`src/rtl/serial_tx.sv`:
```
// Parallel-to-serial transmitter: LSB-first data framed by a start bit (0) and a stop bit (1).
// Defining SERIAL_TX_PARITY_EN inserts an even-parity bit between the data and the stop bit.
module serial_tx #(
  parameter int DATA_W       = 8,
  parameter int CLKS_PER_BIT = 4
) (
  input  logic              clk,
  input  logic              reset,
  input  logic [DATA_W-1:0] tx_data,
  input  logic              tx_valid,
  output logic              tx_ready,
  output logic              tx,
  output logic              busy,
  output logic              done,
  output logic [2:0]        fsm_state
);

  localparam int CW = (CLKS_PER_BIT > 1) ? $clog2(CLKS_PER_BIT) : 1;
  localparam int BW = (DATA_W > 1) ? $clog2(DATA_W) : 1;
  localparam logic [CW-1:0] CNT_LAST = CW'(CLKS_PER_BIT - 1);
  localparam logic [BW-1:0] BIT_LAST = BW'(DATA_W - 1);

`ifdef SERIAL_TX_PARITY_EN
  typedef enum logic [2:0] {IDLE, START, DATA, PARITY, STOP} state_t;
`else
  typedef enum logic [2:0] {IDLE, START, DATA, STOP} state_t;
`endif

  state_t            state, next_state;
  logic [CW-1:0]     cnt, next_cnt;
  logic [BW-1:0]     bit_cnt, next_bit;
  logic [DATA_W-1:0] shift, next_shift;
  logic              next_tx;
  logic              slot_end;

  // Handshake: a word moves on a rising edge where tx_valid and tx_ready are both high;
  // tx_ready is high only in IDLE, so tx_data/tx_valid are ignored for the whole frame.
  assign tx_ready  = (state == IDLE);
  assign fsm_state = 3'(state);
  assign slot_end  = (cnt == CNT_LAST);

  always_comb begin
    next_state = state;
    next_cnt   = cnt + CW'(1);
    next_bit   = bit_cnt;
    next_shift = shift;
    unique case (state)
      IDLE: begin
        next_cnt = '0;
        if (tx_valid) begin
          next_state = START;
          next_shift = tx_data;
          next_bit   = '0;
        end
      end
      START: begin
        if (slot_end) begin
          next_state = DATA;
          next_cnt   = '0;
        end
      end
      DATA: begin
        if (slot_end) begin
          next_cnt   = '0;
          next_shift = shift >> 1;
          if (bit_cnt == BIT_LAST) begin
            next_bit = '0;
`ifdef SERIAL_TX_PARITY_EN
            next_state = PARITY;
`else
            next_state = STOP;
`endif
          end else begin
            next_bit = bit_cnt + BW'(1);
          end
        end
      end
`ifdef SERIAL_TX_PARITY_EN
      PARITY: begin
        if (slot_end) begin
          next_state = STOP;
          next_cnt   = '0;
        end
      end
`endif
      STOP: begin
        if (slot_end) begin
          next_state = IDLE;
          next_cnt   = '0;
        end
      end
      default: begin
        next_state = IDLE;
        next_cnt   = '0;
      end
    endcase
  end

`ifdef SERIAL_TX_PARITY_EN
  logic parity_q;

  always_ff @(posedge clk or negedge reset) begin
    if (!reset) begin
      parity_q <= 1'b0;
    end else if (tx_ready && tx_valid) begin
      parity_q <= ^tx_data;
    end
  end
`endif

  // tx is registered from the upcoming state so the line level lines up with the state.
  always_comb begin
    next_tx = 1'b1;
    case (next_state)
      START:   next_tx = 1'b0;
      DATA:    next_tx = next_shift[0];
`ifdef SERIAL_TX_PARITY_EN
      PARITY:  next_tx = parity_q;
`endif
      default: next_tx = 1'b1;
    endcase
  end

  always_ff @(posedge clk or negedge reset) begin
    if (!reset) begin
      state   <= IDLE;
      cnt     <= '0;
      bit_cnt <= '0;
      shift   <= '0;
      tx      <= 1'b1;
      busy    <= 1'b0;
      done    <= 1'b0;
    end else begin
      state   <= next_state;
      cnt     <= next_cnt;
      bit_cnt <= next_bit;
      shift   <= next_shift;
      tx      <= next_tx;
      busy    <= (next_state != IDLE);
      done    <= (state == STOP) && (next_state == IDLE);
    end
  end

endmodule

```
`config.mk`:
```
export PLATFORM = sky130hd
export DESIGN_NAME = serial_tx
export DESIGN_NICKNAME = d
export VERILOG_FILES = /design/src/rtl/serial_tx.sv
export SDC_FILE = /design/constraint.sdc
export NUM_CORES = 1
export LEC_CHECK = 0
export CAP_MARGIN = 10
export CORE_ASPECT_RATIO = 1.1
export CORE_MARGIN = 1
export CORE_UTILIZATION = 35
export DETAILED_ROUTE_END_ITERATION = 12
export GPL_TIMING_DRIVEN = 0
export PLACE_DENSITY = 0.58
export REMOVE_ABC_BUFFERS = 1
export SYNTH_ARGS = -nofsm -noshare
export SYNTH_HDL_FRONTEND = slang
export SYNTH_SLANG_ARGS = --single-unit
export TNS_END_PERCENT = 1
```
`constraint.sdc`:
```
create_clock -name clk -period 1.8 [get_ports clk]
set_input_delay 0.54 -clock clk [delete_from_list [all_inputs] [get_ports clk]]
set_output_delay 0.54 -clock clk [all_outputs]
set_load 0.05 [all_outputs]
```
# Word-level counts from Yosys, hierarchy flattened
# Index checks and enable logic that the tools add are counted.
dict set report word_totals {
  reg_bits 19
  input_bits 11
  output_inout_bits 7
  wordCells 42
}
dict set report op_classes {
  add_sub_neg 2
  n_eq_ne 9
  mux 16
  reduce_logical 7
}
# cell count
set op_table {}
lappend op_table {{3-bit two-way mux} 8}
lappend op_table {{8-bit two-way mux} 2}
lappend op_table {{8-bit case mux with 2 select lines} 1}
lappend op_table {{3-bit case mux with 4 select lines} 1}
lappend op_table {{3-bit by 2-bit equality test with 1-bit output (second input constant)} 3}
lappend op_table {{3-bit by 1-bit equality test with 1-bit output (second input constant)} 2}
lappend op_table {{3-bit zero test} 2}
lappend op_table {{3-bit case mux with 2 select lines} 1}
lappend op_table {{2-bit two-way mux} 2}
lappend op_table {{2-bit != test (second input constant)} 2}
lappend op_table {{3-bit by 1-bit adder with 3-bit output (second input constant)} 1}
lappend op_table {{3-bit equality test (second input constant)} 1}
lappend op_table {{3-bit AND reduction} 1}
lappend op_table {{3-bit nonzero test} 1}
lappend op_table {{3-bit OR reduction} 1}
lappend op_table {{2-bit by 1-bit adder with 2-bit output (second input constant)} 1}
lappend op_table {{2-bit equality test (second input constant)} 1}
lappend op_table {{1-bit case mux with 2 select lines} 1}
lappend op_table {{2-bit nonzero test} 1}
lappend op_table {{1-bit logical AND} 1}

# Depth between registers and ports, before layout
dict set report depth {
  depth_word 6
  mapped_depth 6
  depth_no_buf 6
}

# Worst setup path after synthesis
# No wires, ideal clock.
dict set report synth_timing {
  path_kind {register -> output}
  start {reg state[0] (netlist: fsm_state[0])}
  end {out tx_ready}
  t_arrival_ps 1873
  required_time_ps 1260
  setup_slack_ps -613
  stages_incl_launch_ff 3
  path_buffers 1
  cell_sequence {dfrtp_1 buf_6 nor3_1}
}
dict set report synth_via {
  elab_chain_cells 1
}
# item line
set synth_lines {}
lappend synth_lines {{start: declaration} 29} ;# state_t state, next_state;
lappend synth_lines {{start signal: assignment} 134} ;# state <= next_state;
lappend synth_lines {{3-bit zero test} 38} ;# assign tx_ready = (state == IDLE);
lappend synth_lines {{end: declaration} 11} ;# output logic tx_ready,
# Every way passes these cells.

# Final worst setup path
# Same ends and word-level chain as after synthesis.

==> results by group <==
Run status
  • Run status: finished, final reports clean

Logic synthesis
  • Sequential area share after synthesis: 0.5156
  • Ys async rst share: 1.000
  • Post-Syn Area: 924.6 sq um
  • Yosys reg bits: 19
  • Post-synth cell types: 34
  • Area contributors post-synth: dfrtp_1, o21ai_2, a22oi_1
  • EDFF count, synth: 0
  • Ys flop type: dfrtp_1
  • Synth area leader: dfrtp_1
  • Yosys warns: 0
  • Cell count after synthesis: 87
  • Post-synth top area share: 0.4871
  • Syn avg cell area: 10.63 sq um

Global routing
  • Antenna violations before repair: 0
  • First-pass GRT wire length: 2780 microns
  • Total Routing Usage GR: 0.1330
  • Grt ovf: 0
  • Pin count of the biggest net entering global routing: 20
  • Vias in the first global route: 644

CTS
  • CTS Hold Bufs: 0
  • CTS tree: done
  • Clk Latency, worst-skew pair: 0.30 ns
  • CTS Root Cell: clkbuf_4
  • # H-tree levels: 1
  • Clock transition at path regs: 0.12 ns
  • CTS Buffer Depth: 2
  • Cts bufs inserted: 3
  • Clock Sinks: 19

Place
  • Detail Placement HPWL: 1126 microns
  • Place WS: -0.2523 ns
  • GPL Wtd Cong: 0.7188
  • Port bufs: 17
  • Placed cells: 131

STA
  • Rel. slew slack: 0.4337
  • Setup Skew: 0.01168 ns
  • Slew Limit Fails: 0
  • Fin worst setup slack: 0.05947 ns
  • RSZ-0062 raised after global routing: no
  • Finish-stage setup viols: 0
  • Fin. Hold Viols: 0
  • Tmin final: 1.741 ns
  • Slew at the pin closest to its max-slew limit: 0.8468 ns
  • Fmax: 574.5 MHz
  • Part of the cycle the worst path needs: 0.9670

Cells and area
  • # diodes: 0
  • Final layout net count: 119
  • Area Overhead vs Synth: 22.33%
  • Most common cell after layout, fill and taps aside: dfrtp_1
  • Most frequent cells in the layout: dfrtp_1, clkdlybuf4s50_1, nand2_1, inv_1, o21ai_2
  • Non-Filler Instances: 135
  • Share of layout cells above drive strength 1: 0.2404
  • Util after Layout: 0.4531

Hold path
  • Tightest Hold Check Type: flop to flop

Power and ir drop
  • Pwr/cell area: 752.0 nW/um^2
  • P_leak: 0.5210 nW
  • Pwr Total: 0.0008506 W
  • Max VDD drop: 0.4834 mV

Routing
  • Iter 0 DRT Violations: 13
  • DR vias/cell: 4.911
  • Post-route ant nets: 0
  • Routed WL: 1552 microns
  • WL per Instance: 11.50 microns
  • TritonRoute pass-1 iters: 6
  • Via count: 663
  • Drt drc: 0

Setup path
  • Worst setup SP type: flop
  • WP data required: 1.26 ns
  • R2r setup slk: 0.18 ns
  • Worst Setup End Kind: primary output
  • CP arrival: 1.20 ns
  • Setup CP Type: flop to primary output
  • Crit-path max FO: 10

Floorplanning
  • Die height: 55.91 microns
  • Die area: 2851 sq um
  • # rows: 19
  • Initial Utilization: 0.3704
  • Core ar.: 2496 sq um
  • Die X: 51.01 microns
  • I/O pins: 18

Flow run
  • Max-cap violations: 0
==> stage by stage <==
step                      hold slack, ns  setup TNS [ns]  instance area, sq um
after detailed placement          0.4346          -2.579                  1101
after floorplan                   0.2444         -0.5676                 892.1
after CTS                         0.4498         -0.1503                  1130
after global routing              0.4711               0                  1131
after global placement            0.4277          -2.766                  1101
final                             0.4498               0                  1131
==> registers in the layout, summed over array words and instances (netlist names) <==
register	cells
fsm_state	3
busy	1
bit_cnt	3
tx	1
done	1
shift	8
cnt	2
==> worst max-delay path, cell delays in order, from the launching register on <==
cell     delay (ns)
dfrtp_2        0.50
nor3_2         0.19
buf_4          0.21
==> Yosys cell counts, types with 2 or more instances <==
library cell	count
a21boi_0	2
nand3_1	2
nand2_1	8
buf_6	2
nand2b_1	2
inv_1	8
nor3b_1	2
dfrtp_1	18
buf_2	2
a22oi_1	6
o21ai_0	3
nor2_1	2
ha_1	3
o21ai_2	7
==> metal layers <==
metal  vias to the layer above  part of all wire  global-route usage
met3                         2             0.052             0.03279
met5                         -                 0                   0
met4                         0            0.0077             0.06349
met1                       315              0.48              0.1632
li1                        328                 -                   -
met2                        18              0.46              0.2143
==> logic make-up (layout without fill, tap and decap cells) <==
| group | Yosys count | in the layout | synth area share |
|---|---|---|---|
| simple gates | 28 | 28 | 0.1773 |
| compound gates | 24 | 24 | 0.1949 |
| flops | 19 | 19 | 0.5156 |
| buf+inv | 12 | 29 | 0.06766 |
| fa+ha+maj | 3 | 3 | 0.04060 |
| other cells | 1 | 1 | 0.004056 |
==> report_power, final <==
group	internal [W]	total, W	leakage [nW]	switching [W]
clock network	0.0000826	0.000213	0.0177	0.000130
registers	0.000466	0.000492	0.237	0.0000262
logic	0.0000662	0.000146	0.266	0.0000793
total	0.000615	0.000851	0.521	0.000236
==> worst paths after layout <==
check / depth (start not counted) / start / endpoint
setup / recovery: 2 / fsm_state[0] / tx_ready
max in group asynchronous: 1 / reset / fsm_state[2]
min in group asynchronous: 1 / reset / bit_cnt[1]
hold / removal: 1 / cnt[0] / cnt[0]
hold reg to reg: 1 / cnt[0] / cnt[0]
setup reg to reg: 5 / cnt[0] / shift[6]
==> final cells by class <==
cell class,count,area (sq um)
clock buffers,3,22.52
clock inverters,1,5.005
fillers,250,1365
flip-flops and latches,19,480.5
inverters,8,30.03
repair buffers,17,163.9
multi-input cells,56,390.4
well taps,31,38.79
==> what timing repair did <==
| item | in CTS | in global routing |
|---|---|---|
| buffers inserted | 0 | 0 |
| resized for setup | 22 | 3 |
| gates cloned | 0 | 0 |
| setup endpoints to repair | 7 | 2 |
| pin swaps | 0 | 0 |
No activity file was read; power rests on OpenSTA's default activity.
